### src/rtl/gate_sweep_ctrl.sv
// On-chip exhaustive sweep of a 4-input combinational gate: drives all 16 vectors,
// waits a programmable settle time, samples q and scores it against a truth table.
module gate_sweep_ctrl #(
  parameter logic [15:0] EXPECTED = 16'h6996,
  parameter int unsigned SETTLE   = 2
) (
  input  logic        clk,
  input  logic        rst,
  input  logic        start,
  output logic        a,
  output logic        b,
  output logic        c,
  output logic        d,
  input  logic        q,
  output logic        busy,
  output logic        done,
  output logic        pass,
  output logic [4:0]  fail_count,
  output logic [3:0]  first_fail_idx,
  output logic [15:0] captured
);

  typedef enum logic [1:0] {
    ST_IDLE   = 2'd0,
    ST_WAIT   = 2'd1,
    ST_SAMPLE = 2'd2,
    ST_DONE   = 2'd3
  } state_t;

  localparam logic [3:0] CNT_LOAD = 4'(SETTLE - 1);

  state_t      state_r, state_s;
  logic [3:0]  idx_r, idx_s;
  logic [3:0]  cnt_r, cnt_s;
  logic [4:0]  fail_count_r, fail_count_s;
  logic [3:0]  first_fail_idx_r, first_fail_idx_s;
  logic [15:0] captured_r, captured_s;
  logic        pass_r, pass_s;
  logic [3:0]  vec_r, vec_s;
  logic        busy_r, busy_s;
  logic        done_r, done_s;
  logic        mismatch_s;

  assign mismatch_s = (q != EXPECTED[idx_r]);

  // Next-state and result update logic.
  always_comb begin
    state_s          = state_r;
    idx_s            = idx_r;
    cnt_s            = cnt_r;
    fail_count_s     = fail_count_r;
    first_fail_idx_s = first_fail_idx_r;
    captured_s       = captured_r;
    pass_s           = pass_r;
    case (state_r)
      ST_IDLE: begin
        if (start) begin
          idx_s            = 4'd0;
          cnt_s            = CNT_LOAD;
          fail_count_s     = 5'd0;
          first_fail_idx_s = 4'd0;
          captured_s       = 16'd0;
          pass_s           = 1'b0;
          state_s          = ST_WAIT;
        end else begin
          state_s = ST_IDLE;
        end
      end
      ST_WAIT: begin
        if (cnt_r == 4'd0) begin
          state_s = ST_SAMPLE;
        end else begin
          cnt_s = cnt_r - 4'd1;
        end
      end
      ST_SAMPLE: begin
        captured_s[idx_r] = q;
        if (mismatch_s) begin
          fail_count_s = fail_count_r + 5'd1;
          // A zero running count means this is the first mismatch of the sweep.
          if (fail_count_r == 5'd0) begin
            first_fail_idx_s = idx_r;
          end else begin
            first_fail_idx_s = first_fail_idx_r;
          end
        end else begin
          fail_count_s = fail_count_r;
        end
        if (idx_r == 4'd15) begin
          pass_s  = (fail_count_s == 5'd0);
          state_s = ST_DONE;
        end else begin
          idx_s   = idx_r + 4'd1;
          cnt_s   = CNT_LOAD;
          state_s = ST_WAIT;
        end
      end
      ST_DONE: begin
        state_s = ST_IDLE;
      end
      default: begin
        state_s = ST_IDLE;
      end
    endcase
  end

  // Output decode from the upcoming state so outputs are registered yet track state.
  always_comb begin
    vec_s  = 4'd0;
    busy_s = 1'b0;
    done_s = 1'b0;
    case (state_s)
      ST_IDLE: begin
        vec_s = 4'd0;
      end
      ST_WAIT, ST_SAMPLE: begin
        vec_s  = idx_s;
        busy_s = 1'b1;
      end
      ST_DONE: begin
        vec_s  = 4'hF;
        done_s = 1'b1;
      end
      default: begin
        vec_s = 4'd0;
      end
    endcase
  end

  // State, result and output registers.
  always_ff @(posedge clk or posedge rst) begin
    if (rst) begin
      state_r          <= ST_IDLE;
      idx_r            <= 4'd0;
      cnt_r            <= 4'd0;
      fail_count_r     <= 5'd0;
      first_fail_idx_r <= 4'd0;
      captured_r       <= 16'd0;
      pass_r           <= 1'b0;
      vec_r            <= 4'd0;
      busy_r           <= 1'b0;
      done_r           <= 1'b0;
    end else begin
      state_r          <= state_s;
      idx_r            <= idx_s;
      cnt_r            <= cnt_s;
      fail_count_r     <= fail_count_s;
      first_fail_idx_r <= first_fail_idx_s;
      captured_r       <= captured_s;
      pass_r           <= pass_s;
      vec_r            <= vec_s;
      busy_r           <= busy_s;
      done_r           <= done_s;
    end
  end

  assign a              = vec_r[3];
  assign b              = vec_r[2];
  assign c              = vec_r[1];
  assign d              = vec_r[0];
  assign busy           = busy_r;
  assign done           = done_r;
  assign pass           = pass_r;
  assign fail_count     = fail_count_r;
  assign first_fail_idx = first_fail_idx_r;
  assign captured       = captured_r;

endmodule

### config.mk
export PLATFORM = sky130hd
export DESIGN_NAME = gate_sweep_ctrl
export DESIGN_NICKNAME = d
export VERILOG_FILES = /design/src/rtl/gate_sweep_ctrl.sv
export SDC_FILE = /design/constraint.sdc
export NUM_CORES = 1
export LEC_CHECK = 0
export BUFFER_PORTS_ARGS = -buffer_cell sky130_fd_sc_hd__buf_2
export CORE_MARGIN = 10
export CORE_UTILIZATION = 40
export CTS_BUF_LIST = sky130_fd_sc_hd__clkbuf_16
export DETAILED_ROUTE_END_ITERATION = 8
export PLACE_DENSITY = 0.65
export SKIP_LAST_GASP = 1
export SLEW_MARGIN = 20
export SYNTH_ARGS = -nofsm -noshare
export SYNTH_HDL_FRONTEND = slang
export SYNTH_SLANG_ARGS = --single-unit
### constraint.sdc
create_clock -name clk -period 2.5 [get_ports clk]
set_clock_uncertainty 0.1 [all_clocks]
set_input_delay 0.125 -clock clk [delete_from_list [all_inputs] [get_ports clk]]
set_output_delay 0.125 -clock clk [all_outputs]
set_load 0.01 [all_outputs]
# Word level (Yosys, flattened, before mapping)
# Memory sizes are Yosys's and may differ from the RTL's.
# Index checks and enable logic that the tools add are counted.
dict set report word_totals {
  output_inout_bits 32
  input_bits 4
  romBits 16
  word_cells 74
  memories 1
  ff_bits 42
}
dict set report classes {
  muxes 31
  n_lt_le_gt_ge 2
  eq_ne 14
  add_sub_neg 3
  reduce_logical 13
}
# memory words word_bits rd rd_ports_with_merged_regs write_ports line_no
set memory_table {}
lappend memory_table {{(no name shown)} 16 1 1 0 0 44} ;# assign mismatch_s = (q != EXPECTED[idx_r]);
# cell count
set ops {}
lappend ops {{$mux W4} 8}
lappend ops {{$pmux W16 S2} 1}
lappend ops {{$pmux W4 S3} 2}
lappend ops {{$bwmux W16} 1}
lappend ops {{$mux W16} 1}
lappend ops {{$pmux W4 S2} 2}
lappend ops {{$mux W5} 3}
lappend ops {{$ne A2 B2 Y1 const B} 6}
lappend ops {{$logic_not A5 Y1} 2}
lappend ops {{$pmux W5 S2} 1}
lappend ops {{$eq A2 B2 Y1 const B} 4}
lappend ops {{$pmux W2 S4} 1}
lappend ops {{$reduce_and A4 Y1} 2}
lappend ops {{$mux W1} 7}
lappend ops {{$add A5 B1 Y5 const B} 1}
lappend ops {{$lt A4 B5 Y1 const B} 1}
lappend ops {{$add A4 B1 Y4 const B} 1}
lappend ops {{$demux W1 S4} 1}
lappend ops {{$eq A2 B1 Y1 const B} 2}
lappend ops {{$eq A4 B4 Y1 const B} 1}
lappend ops {{$ge A4 B1 Y1 const B} 1}
lappend ops {{$logic_not A2 Y1} 2}
lappend ops {{$logic_not A4 Y1} 1}
lappend ops {{$mux W2} 2}
lappend ops {{other kinds (9)} 9}

# Logic depth before layout (Yosys ltp)
dict set report depth {
  ltp_word 8
  ltp_mapped 10
  mapped_depth_nobuf 10
}

# Worst setup path after synthesis
# OpenSTA, ideal clock, no wires.
dict set report synth_timing {
  path_kind {reg-to-reg}
  from {register cnt_r[0]}
  to {register vec_r[3]}
  synth_period_minus_slack_ns 2.040
  t_arrival_ns 1.821
  slack_ns 0.460
  setup_time_ns 0.119
  path_buffers 0
  required_time_ns 2.281
  path_stages_with_launch 11
  cell_sequence {dfrtp_1 -> inv_1 -> ha_1 -> or3b_2 -> nand2_1 -> nand2_1 -> inv_1 -> ha_1 -> nand2_1 -> nor2_1 -> o21ba_2}
}
dict set report synth_between {
  elab_chain_len 6
  elab_cells_between_ends 9
  cone_classes {eq/ne: 3; mux: 3; reduce/logical: 3}
}
# element line_no
set synth_lines {}
lappend synth_lines {{start, declared} 34} ;# logic [3:0] cnt_r, cnt_s;
lappend synth_lines {{start signal, assigned} 146} ;# cnt_r <= cnt_s;
lappend synth_lines {{$logic_not A4 Y1 (*)} 70} ;# if (cnt_r == 4'd0) begin
lappend synth_lines {{$mux W2 (*)} 70}
lappend synth_lines {{$pmux W2 S4 (*)} 55} ;# case (state_r)
lappend synth_lines {{via state_s[0]} 32} ;# state_t state_r, state_s;
lappend synth_lines {{$eq A2 B1 Y1 / $eq A2 B2 Y1 (equally long branches)} 112} ;# case (state_s)
lappend synth_lines {{$reduce_or A2 Y1} 112}
lappend synth_lines {{$pmux W4 S3 (*)} 112}
lappend synth_lines {{via vec_s[3]} 39} ;# logic [3:0] vec_r, vec_s;
lappend synth_lines {{end signal, assigned} 151} ;# vec_r <= vec_s;
lappend synth_lines {{end, declared} 39}
# The timed path passes the listed nets; every way through them passes the cells marked *.
# A chain may end at the register's enable or synchronous reset.

# Worst setup path in the final report
dict set report layout_timing {
  from {register idx_r[0]}
  to {register fail_count_r[4], in the netlist fail_count[4]}
}
dict set report layout_between {
  elab_chain_len 6
}
# element line_no
set layout_lines {}
lappend layout_lines {{start, declared} 33} ;# logic [3:0] idx_r, idx_s;
lappend layout_lines {{start signal, assigned} 145} ;# idx_r <= idx_s;
lappend layout_lines {{$mem_v2 Z16 W1} -}
lappend layout_lines {{$mux W1 (implied by the code)} 44}
lappend layout_lines {{$ne A1 B1 Y1} 44}
lappend layout_lines {{$mux W5} 78} ;# if (mismatch_s) begin
lappend layout_lines {{$mux W5} 55}
lappend layout_lines {{$pmux W5 S2} 55}
lappend layout_lines {{end signal, assigned} 147} ;# fail_count_r <= fail_count_s;
lappend layout_lines {{end, declared} 35} ;# logic [4:0] fail_count_r, fail_count_s;
# Every way passes these cells. The select of a mux whose other input is x is not followed.

==> run metrics <==
status finished clean; first-pass GRT wire length roughly 8.4 mm; die height roughly 93 um; Post-synth ARST share 100%; GRT Residual Overflow 0; critical path capture point type flip-flop; Final Hold Fails 0; Syn Area/Cell approximately 9.5 sq um; hold_sp start; layout cells sized above 1 approximately a fifth; Worst-Margin Slew about 0.56 ns; pwr/cell area between 900 and 1000 mW/mm^2; Post-Synth XOR/XNOR Area under 10%; post_cts resized 0; WS Path Type flip-flop to flip-flop; Simple-Gate Fraction of Synth Area a little over a fifth; CP Data Arrival Time between 2 and 2.5 ns; register area share after synthesis around half; CTS H-Tree Depth 2; row count 26; Cell Area, Synth between 0.002 and 0.0025 sq mm; later-pin clock latency in the skew report 0.29 ns; GRT Util Overall 11.9%; RSZ-0062 raised after global routing false; final core occ just under 50%; clock tree buffer depth 2; Final Cycle Share approximately 90%; CP Data Required Time 2.60 ns; syn_nets about 240; mux cell area share after synthesis less than 1%; drt drc 0; Placer Congestion 0.814; R2R Path Start idx_r[0]; worst hold path class input port to flip-flop; library cells used by synthesis 41; Initial DRC Count 144; worst hold margin 0.108 ns; total vias in the final route between 1,500 and 2,000; #FFs+latches synth 42; pre-CTS WS approximately 0.29 ns; max frequency 445 MHz; combinational family with the most area after synthesis simple AND/OR/NAND/NOR gates; Worst Slack Setup Final approximately 0.25 ns; Clock Sinks 42; slew margin rel. ~62%; maximum fanout count along the critical path 9; Final nets approximately 280; min Tclk post-route 2.25 ns; Die ar. 0.00870 sq mm; pin count of the biggest net entering global routing 43; 1st-pass router iterations 4; Post-Synthesis Cells around 230; routed wire length roughly 5.0 mm; Slew Limit Fails 0; Root Driver clkbuf_16; routed length per instance 14.9 um; Vias/cell around 5.2; VDD IR max 0.000539 V; ANT cells 0; max cap viols 0; total power 2.42 mW; DRT antenna net count 0; Post-synth EDFFs 0; initial antenna violation count 0; Clock transition at path regs roughly 0.06 ns; CTS tree done; warning count from the yosys run 0; Num CTS Buffers 5; Port Buffer Count 35; CORE AREA about 0.0052 sq mm; CP startpoint kind flip-flop; Area growth syn-to-layout 18.0%; die width between 90 and 100 um; Post-Route Setup TNS 0 ns; post-synthesis adder-cell area fraction under 10%; predominant post-synthesis flop cell dfrtp_1; Setup crit start idx_r[0]; compound-gate portion of the synthesized area between 10% and 20%; initial core utilization roughly two fifths; leakage power 1.29 nW; IO Count 36; vias in the first global route about 1,700; final setup vio count 0; Post-DP HPWL between 3 and 4 mm
[worst max-delay path, stage by stage (launching register included)]
cell     delay (ns)
dfrtp_1        0.43
inv_1          0.10
ha_1           0.35
xor2_2         0.17
xnor2_2        0.39
nand4_1        0.21
or3_1          0.33
o21ai_0        0.07
[where the power goes]
group,internal (mW),switching (mW)
logic,0.339,0.555
clock network,0.366,0.262
registers,0.796,0.106
[sequential cells by signal, indices dropped and copies added (netlist names)]
name,cells
captured,16
fail_count,5
cnt_r,4
first_fail_idx,4
idx_r,4
vec_r,4
state_r,2
busy,1
done,1
pass,1
[cells in the mapped netlist, drive strengths merged, types with 2 or more instances]
master / n / area, sq um
a21oi: 10 / 50.1
a31oi: 2 / 12.5
and2: 2 / 12.5
buf: 5 / 35.0
clkbuf: 6 / 22.5
dfrtp: 42 / 1050
ha: 10 / 125
inv: 11 / 41.3
nand2: 38 / 143
nand2b: 4 / 25.0
nand3: 7 / 35.0
nand4: 16 / 100
nor2: 14 / 52.6
nor2b: 4 / 25.0
nor3: 2 / 10.0
nor3b: 2 / 15.0
o211ai: 10 / 75.1
o21ai: 10 / 50.1
o311ai: 4 / 35.0
o31ai: 4 / 30.0
xnor2: 4 / 42.6
xor2: 3 / 33.8
[cell usage in the layout (no fill, tap or decap), types with 2 or more instances in the layout]
cell / n
buf_4: 4
and2_1: 2
nand2_1: 38
a31oi_1: 2
nor3_1: 2
xor2_1: 2
nor3b_1: 2
a21oi_1: 10
o211ai_1: 10
o21ai_0: 10
nor2b_1: 4
xnor2_1: 3
dfrtp_1: 42
clkbuf_16: 5
o31ai_1: 4
inv_1: 12
nand4_1: 16
nand3_1: 7
buf_2: 35
o311ai_0: 4
nand2b_1: 4
nor2_1: 14
ha_1: 10
[timing repair]
item / 4_1_cts / 5_1_grt
hold buffers: 1 / 0
setup buffers: 0 / 0
hold endpoints to repair: 42 / 0
[final cells by class]
cell class / count / area (sq um)
tap: 70 / 87.6
sequential: 42 / 1050
multi-input combinational: 161 / 998
clock inverter: 3 / 16.3
clock buffer: 5 / 125
inverter: 11 / 41.3
timing repair buffer: 40 / 215
fill: 496 / 2640
[path summary, 6_finish.rpt]
path / slack [ns] / depth (start not counted) / endpoint
max in group asynchronous: 1.52 / 4 / fail_count[2]
min in group asynchronous: 0.40 / 4 / captured[0]
min: 0.11 / 3 / idx_r[3]
max reg2reg: 0.25 / 7 / fail_count[4]
max: 0.25 / 7 / fail_count[4]
min reg2reg: 0.38 / 2 / first_fail_idx[2]
[kinds of logic after synthesis]
kind of cell             after synthesis
AND/OR/NAND/NOR                       96
AO/OA/AOI/OAI                         47
flip-flops                            42
buffers and inverters                 22
adder cells (fa/ha/maj)               10
XOR/XNOR                               7
multiplexers                           1
[metal layers]
metal	global-route usage (%)	up-vias	part of all wire, %	routed length, um
li1	-	878	-	-
met1	15.5	801	47	2350
met2	17.3	39	44	2190
met3	4.08	8	6.4	316
met4	5.78	0	2.0	100
met5	0	-	0	0
[per-stage QoR]
step	cell area (sq um)	std cells
finish	2530	332
global route	2530	332
CTS	2530	332
detailed placement	2380	323
global placement	2380	323
floorplan	2150	225
No activity file was read; power rests on OpenSTA's default activity.
